### src/rtl/uart_pkg.sv
// Shared types and register map for the user UART receiver.
// Optional even-parity support is enabled with USER_UART_RX_PARITY_EN.
package uart_pkg;

  typedef enum logic [2:0] {
    IDLE,
    START,
    DATA,
    PARITY,
    STOP
  } rx_state_t;

  localparam logic [2:0] UART_RX_DATA_OFS = 3'd0;
  localparam logic [2:0] UART_RX_STAT_OFS = 3'd4;

  localparam int OVF_BIT  = 8;
  localparam int FERR_BIT = 9;
  localparam int PERR_BIT = 10;

  function automatic logic even_par(input logic [7:0] b);
    return ^b;
  endfunction

endpackage

### src/rtl/uart_rx_fifo.sv
// Synchronous receive FIFO with wrap pointers, occupancy count and
// a drop strobe for pushes that find no free slot.
module uart_rx_fifo #(
  parameter int WIDTH     = 8,
  parameter int DEPTH_LOG = 4
) (
  input  logic                 clk,
  input  logic                 rst_n,
  input  logic                 push,
  input  logic [WIDTH-1:0]     wdata,
  input  logic                 pop,
  output logic [WIDTH-1:0]     rdata,
  output logic                 full,
  output logic                 empty,
  output logic [DEPTH_LOG:0]   count,
  output logic                 drop
);

  localparam int DEPTH = 1 << DEPTH_LOG;
  localparam logic [DEPTH_LOG:0] FULL_CNT = {1'b1, {DEPTH_LOG{1'b0}}};

  logic [WIDTH-1:0]     mem_q [DEPTH];
  logic [WIDTH-1:0]     mem_d [DEPTH];
  logic [DEPTH_LOG-1:0] wp_q, wp_d;
  logic [DEPTH_LOG-1:0] rp_q, rp_d;
  logic [DEPTH_LOG:0]   cnt_q, cnt_d;
  logic                 do_push;
  logic                 do_pop;

  assign full  = (cnt_q == FULL_CNT);
  assign empty = (cnt_q == '0);
  assign count = cnt_q;
  assign rdata = mem_q[rp_q];

  // A pop on a full FIFO frees the slot the same-cycle push lands in.
  assign do_pop  = pop && !empty;
  assign do_push = push && (!full || do_pop);
  assign drop    = push && !do_push;

  always_comb begin
    mem_d = mem_q;
    wp_d  = wp_q;
    rp_d  = rp_q;
    cnt_d = cnt_q;
    if (do_push) begin
      mem_d[wp_q] = wdata;
      wp_d        = wp_q + 1'b1;
    end
    if (do_pop) begin
      rp_d = rp_q + 1'b1;
    end
    unique case ({do_push, do_pop})
      2'b10:   cnt_d = cnt_q + 1'b1;
      2'b01:   cnt_d = cnt_q - 1'b1;
      default: cnt_d = cnt_q;
    endcase
  end

  always_ff @(posedge clk or negedge rst_n) begin
    if (!rst_n) begin
      for (int i = 0; i < DEPTH; i++) begin
        mem_q[i] <= '0;
      end
      wp_q  <= '0;
      rp_q  <= '0;
      cnt_q <= '0;
    end else begin
      mem_q <= mem_d;
      wp_q  <= wp_d;
      rp_q  <= rp_d;
      cnt_q <= cnt_d;
    end
  end

endmodule

### src/rtl/user_uart_rx.sv
// naive_bus slave that deserialises 8N1 frames into an RX FIFO.
// Define USER_UART_RX_PARITY_EN for 8E1 frames with a sticky perr flag.
module user_uart_rx
  import uart_pkg::*;
#(
  parameter int CLK_DIV        = 434,
  parameter int FIFO_DEPTH_LOG = 4
) (
  input  logic        clk,
  input  logic        rst_n,
  input  logic        i_uart_rx,
  input  logic        rd_req,
  output logic        rd_gnt,
  input  logic [31:0] rd_addr,
  output logic [31:0] rd_data,
  input  logic        wr_req,
  output logic        wr_gnt,
  input  logic [31:0] wr_addr,
  input  logic [3:0]  wr_be,
  input  logic [31:0] wr_data
);

  localparam logic [15:0] FULL_RL = 16'(CLK_DIV - 1);
  localparam logic [15:0] HALF_RL = 16'(CLK_DIV / 2 - 1);

  rx_state_t   state_q, state_d;
  logic [1:0]  sync_q, sync_d;
  logic [15:0] cnt_q, cnt_d;
  logic [2:0]  bit_q, bit_d;
  logic [7:0]  shift_q, shift_d;
  logic        brk_q, brk_d;
  logic        ovf_q, ovf_d;
  logic        ferr_q, ferr_d;
  logic [31:0] rd_data_q, rd_data_d;

  logic        rx_s;
  logic        tc;
  logic        fifo_push;
  logic        set_ferr;
  logic        fifo_pop;
  logic [7:0]  fifo_rdata;
  logic        fifo_full;
  logic        fifo_empty;
  logic [FIFO_DEPTH_LOG:0] fifo_count;
  logic        fifo_drop;
  logic        rd_stat;
  logic        wr_clr;
  logic [31:0] stat;
  logic        unused_ok;

`ifdef USER_UART_RX_PARITY_EN
  logic        par_bad_q, par_bad_d;
  logic        perr_q, perr_d;
  logic        set_perr;
`endif

  assign sync_d = {sync_q[0], i_uart_rx};
  assign rx_s   = sync_q[1];
  assign tc     = (cnt_q == '0);

  always_ff @(posedge clk or negedge rst_n) begin
    if (!rst_n) begin
      state_q <= IDLE;
    end else begin
      state_q <= state_d;
    end
  end

  always_comb begin
    state_d = state_q;
    unique case (state_q)
      IDLE: begin
        if (!brk_q && !rx_s) state_d = START;
      end
      START: begin
        if (tc) state_d = rx_s ? IDLE : DATA;
      end
      DATA: begin
        if (tc && bit_q == 3'd7) begin
`ifdef USER_UART_RX_PARITY_EN
          state_d = PARITY;
`else
          state_d = STOP;
`endif
        end
      end
`ifdef USER_UART_RX_PARITY_EN
      PARITY: begin
        if (tc) state_d = STOP;
      end
`endif
      STOP: begin
        if (tc) state_d = IDLE;
      end
      default: state_d = IDLE;
    endcase
  end

  always_comb begin
    cnt_d     = cnt_q;
    bit_d     = bit_q;
    shift_d   = shift_q;
    fifo_push = 1'b0;
    set_ferr  = 1'b0;
`ifdef USER_UART_RX_PARITY_EN
    par_bad_d = par_bad_q;
    set_perr  = 1'b0;
`endif
    unique case (state_q)
      IDLE: begin
        if (!brk_q && !rx_s) cnt_d = HALF_RL;
      end
      START: begin
        cnt_d = tc ? FULL_RL : cnt_q - 1'b1;
        if (tc) bit_d = '0;
      end
      DATA: begin
        cnt_d = tc ? FULL_RL : cnt_q - 1'b1;
        if (tc) begin
          shift_d[bit_q] = rx_s;
          bit_d          = bit_q + 1'b1;
        end
      end
`ifdef USER_UART_RX_PARITY_EN
      PARITY: begin
        cnt_d = tc ? FULL_RL : cnt_q - 1'b1;
        if (tc) begin
          par_bad_d = (rx_s != even_par(shift_q));
          set_perr  = par_bad_d;
        end
      end
`endif
      STOP: begin
        if (!tc) cnt_d = cnt_q - 1'b1;
        if (tc) begin
`ifdef USER_UART_RX_PARITY_EN
          fifo_push = rx_s && !par_bad_q;
`else
          fifo_push = rx_s;
`endif
          set_ferr  = !rx_s;
        end
      end
      default: cnt_d = '0;
    endcase
  end

  // After a bad stop bit the line may sit in break; rearm only once high.
  always_comb begin
    brk_d = brk_q;
    if (set_ferr) brk_d = 1'b1;
    else if (rx_s) brk_d = 1'b0;
  end

  uart_rx_fifo #(
    .WIDTH    (8),
    .DEPTH_LOG(FIFO_DEPTH_LOG)
  ) u_fifo (
    .clk  (clk),
    .rst_n(rst_n),
    .push (fifo_push),
    .wdata(shift_q),
    .pop  (fifo_pop),
    .rdata(fifo_rdata),
    .full (fifo_full),
    .empty(fifo_empty),
    .count(fifo_count),
    .drop (fifo_drop)
  );

  assign rd_gnt   = rd_req;
  assign wr_gnt   = wr_req;
  assign rd_stat  = (rd_addr[2] == UART_RX_STAT_OFS[2]);
  assign fifo_pop = rd_req && (rd_addr[2] == UART_RX_DATA_OFS[2]);
  assign wr_clr   = wr_req && (wr_addr[2] == UART_RX_STAT_OFS[2])
                    && wr_be[1];

  always_comb begin
    stat                     = '0;
    stat[FIFO_DEPTH_LOG:0]   = fifo_count;
    stat[OVF_BIT]            = ovf_q;
    stat[FERR_BIT]           = ferr_q;
`ifdef USER_UART_RX_PARITY_EN
    stat[PERR_BIT]           = perr_q;
`endif
  end

  always_comb begin
    rd_data_d = rd_data_q;
    if (rd_req) begin
      if (rd_stat) rd_data_d = stat;
      else if (fifo_empty) rd_data_d = '0;
      else rd_data_d = {23'b0, 1'b1, fifo_rdata};
    end
  end

  // A set in the same cycle as its clear wins.
  always_comb begin
    ovf_d  = fifo_drop | (ovf_q & ~(wr_clr & wr_data[OVF_BIT]));
    ferr_d = set_ferr | (ferr_q & ~(wr_clr & wr_data[FERR_BIT]));
`ifdef USER_UART_RX_PARITY_EN
    perr_d = set_perr | (perr_q & ~(wr_clr & wr_data[PERR_BIT]));
`endif
  end

  assign rd_data = rd_data_q;

  always_ff @(posedge clk or negedge rst_n) begin
    if (!rst_n) begin
      sync_q    <= 2'b11;
      cnt_q     <= '0;
      bit_q     <= '0;
      shift_q   <= '0;
      brk_q     <= 1'b0;
      ovf_q     <= 1'b0;
      ferr_q    <= 1'b0;
      rd_data_q <= '0;
    end else begin
      sync_q    <= sync_d;
      cnt_q     <= cnt_d;
      bit_q     <= bit_d;
      shift_q   <= shift_d;
      brk_q     <= brk_d;
      ovf_q     <= ovf_d;
      ferr_q    <= ferr_d;
      rd_data_q <= rd_data_d;
    end
  end

`ifdef USER_UART_RX_PARITY_EN
  always_ff @(posedge clk or negedge rst_n) begin
    if (!rst_n) begin
      par_bad_q <= 1'b0;
      perr_q    <= 1'b0;
    end else begin
      par_bad_q <= par_bad_d;
      perr_q    <= perr_d;
    end
  end
`endif

  assign unused_ok = ^{rd_addr, wr_addr, wr_be, wr_data, fifo_full};

endmodule

### config.mk
export PLATFORM = sky130hd
export DESIGN_NAME = user_uart_rx
export DESIGN_NICKNAME = d
export VERILOG_FILES = /design/src/rtl/uart_pkg.sv /design/src/rtl/uart_rx_fifo.sv /design/src/rtl/user_uart_rx.sv
export SDC_FILE = /design/constraint.sdc
export NUM_CORES = 1
export LEC_CHECK = 0
export BUFFER_PORTS_ARGS = -buffer_cell sky130_fd_sc_hd__buf_4
export CORE_ASPECT_RATIO = 1.25
export CORE_UTILIZATION = 30
export CTS_CLUSTER_SIZE = 8
export DETAILED_ROUTE_END_ITERATION = 8
export PLACE_DENSITY = 0.52
export SETUP_SLACK_MARGIN = 0.15
export SLEW_MARGIN = 20
export SYNTH_ARGS = -nofsm -noshare
export SYNTH_HDL_FRONTEND = slang
export SYNTH_HIERARCHICAL = 1
export SYNTH_SLANG_ARGS = --single-unit
### constraint.sdc
create_clock -name clk -period 5.27 [get_ports clk]
set_input_delay 0.2635 -clock clk [delete_from_list [all_inputs] [get_ports clk]]
set_output_delay 0.2635 -clock clk [all_outputs]
set_load 0.02 [all_outputs]
==> impl_metrics.env <==
export IMPL_setup_violations=0
export IMPL_clock_sinks=186
export IMPL_pwr_density_cell_nw_per_um2=315
export IMPL_critPathRequiredTime_ns=5.59
export IMPL_cts_setup_buffers=0
export IMPL_mappedNetlistArea_um2=9450
export IMPL_globalRouteTotalUtil_pct=13.0
export IMPL_worst_setup_path_end_kind="flop"
export IMPL_rsz_0062_raised_after_global_routing="no"
export IMPL_grt_antenna_before_repair=0
export IMPL_avgRoutedWirePerCell_um=17.5
export IMPL_worst_slew_pin_transition_ns=0.891
export IMPL_port_buffers=21
export IMPL_first_pass_grt_wire_length_um=33000
export IMPL_worst_clock_skew_ns=0.0152
export IMPL_grt_pass1_vias=5820
export IMPL_dpl_hpwl_um=13200
export IMPL_cts_max_level=4
export IMPL_timing_worst_setup_path_type="flop to flop"
export IMPL_remaining_drc_errors=0
export IMPL_timing_hold_violations_final=0
export IMPL_detail_route_antenna_nets=0
export IMPL_area_sequential_um2=4660
export IMPL_clkLatencyLatePin_ns=0.43
export IMPL_max_slew_headroom_pct=40.5
export IMPL_critPathArrivalTime_ns=4.52
export IMPL_maxCapViolCount=0
export IMPL_drt_first_pass_iters=4
export IMPL_maxSlewViolCount=0
export IMPL_cts_tree="built"
export IMPL_synth_cells=709
export IMPL_vias_per_cell=4.87
export IMPL_period_minus_slack_ns=4.21
export IMPL_vias=5536
export IMPL_wl_um=19800
export IMPL_postSynthAreaPerCell_um2=13.3
export IMPL_number_of_synthesis_warnings=6
export IMPL_final_min_period_over_clock_period_pct=79.8
export IMPL_ctsHoldBuffers=2
export IMPL_rows=72
export IMPL_ioPinCount=139
export IMPL_start_util_pct=30.5
export IMPL_dieArea_um2=32200
export IMPL_numCtsBuffers=17
export IMPL_maximum_number_of_pins_on_one_net_before_global_route_repair=92
export IMPL_wl_met3_um=384
export IMPL_leakagePower_nw=4.66
export IMPL_grt_overflow=0
export IMPL_cts_root_buf="clkbuf_16"
export IMPL_routed_top_layer="met4"
export IMPL_core_area_um2=31000
export IMPL_worst_setup_path_start_kind="flop"
export IMPL_finalNonFillerCells=1136
export IMPL_final_layout_fill_cell_count=3089
export IMPL_nets=835
export IMPL_cts_max_path_buffers=2
export IMPL_ctsResizeCount=0
export IMPL_finalSetupTns_ns=0
export IMPL_met2WireLength_um=10200
export IMPL_outcome="completed"
export IMPL_holdCritPathClass="input pin to flop"
export IMPL_areaGrowthSynthToFinish_pct=10.9
export IMPL_die_height_um=200
export IMPL_final_layout_size_suffix_gt1_share_pct=36.4
export IMPL_multiInputGateArea_um2=4440
export IMPL_floorplan_die_width_um=161
export IMPL_dp_cells=1102
export IMPL_gp_congestion=0.785
export IMPL_initialDrtViolationCount=244
export IMPL_critical_path_peak_fanout=8
export IMPL_vdd_ir_drop_max_v=0.000196
export IMPL_cts_clk_slew_worst_paths_ns=0.08
export IMPL_route_layer_met1_wl_um=8980
export IMPL_timing_fmax_mhz=238
export IMPL_antenna_cells_inserted=0
-- placed cells by master, fill, tap and decap left out, drive strengths merged, types with 22 or more instances in the layout --
cell type / instances
conb: 22
mux2: 139
buf: 30
a22oi: 22
dfrtp: 184
o21ai: 22
nor3: 25
mux4: 32
nor2: 30
nand2: 28
inv: 22
a21oi: 23
-- area by class of cell --
type	count	area share [%]
multi-input combinational	463	42.4
clock inverter	15	1.25
sequential	186	44.4
tap	407	4.86
clock buffer	17	4.06
inverter	15	0.537
timing repair buffer	33	2.47
-- through the flow --
| stage | setup WS [ns] | hold WS [ns] | util (%) | power [mW] | area, um2 |
|---|---|---|---|---|---|
| global placement | 1.08 | 0.347 | 32.0 | 2.12 | 9900 |
| finish | 1.06 | 0.159 | 33.8 | 3.30 | 10500 |
| floorplan | 1.54 | -0.0321 | - | 1.98 | 9530 |
| global route | 0.541 | 0.156 | 33.8 | 3.46 | 10500 |
| detailed placement | 1.10 | 0.347 | 32.0 | 2.13 | 9900 |
| CTS | 1.07 | 0.149 | 33.8 | 3.36 | 10500 |
-- worst paths after layout --
| kind | startpoint | end | slack, ns | cells past startpoint |
|---|---|---|---|---|
| min reg2reg | sync_q[0]$_DFF_PN1_ | sync_q[1]$_DFF_PN1_ | 0.36 | 0 |
| max in group asynchronous | rst_n | u_fifo/rp_q[0]$_DFFE_PN0P_ | 3.60 | 3 |
| max reg2reg | cnt_q[0]$_DFFE_PN0P_ | u_fifo/count[4]$_DFFE_PN0P_ | 1.06 | 15 |
| min | wr_addr[2] | ovf_q$_DFF_PN0_ | 0.16 | 3 |
| min in group asynchronous | rst_n | u_fifo/mem_q[30]$_DFFE_PN0P_ | 0.47 | 2 |
| max | cnt_q[0]$_DFFE_PN0P_ | u_fifo/count[4]$_DFFE_PN0P_ | 1.06 | 15 |
-- critical path, stage by stage (launching register included) --
cell      delay [ns]
dfrtp_1         0.41
inv_1           0.13
ha_1            0.19
nor2b_1         0.16
nand4_1         0.30
nor2_1          0.44
nand3_1         0.17
nor2_1          0.14
buf_4           0.18
or2b_2          0.35
ha_1            0.32
ha_1            0.36
nor2b_1         0.14
o21a_1          0.16
mux2_2          0.34
o311ai_0        0.30
-- report_power, final --
part	internal (mW)	switching, mW	leakage [nW]
Clock	0.621	0.599	0.270
Combinational	0.202	0.304	1.85
Sequential	1.47	0.103	2.54
Total	2.30	1.01	4.66
-- sequential cells by signal, summed over array words and instances, names as in the netlist --
| name | flops |
|---|---|
| rd_data | 10 |
| bit_q | 3 |
| cnt_q | 16 |
| shift_q | 8 |
| u_fifo/rp_q | 4 |
| sync_q | 2 |
| u_fifo/wp_q | 4 |
| ovf_q | 1 |
| brk_q | 1 |
| u_fifo/count | 5 |
| state_q | 3 |
| u_fifo/mem_q | 128 |
| ferr_q | 1 |
-- metal layers --
metal,GRT usage [%],up-vias
li1,-,2595
met1,16.7,2859
met2,22.7,63
met3,2.05,19
met4,3.44,0
met5,0,-
Power figures use the tool's default switching activity.
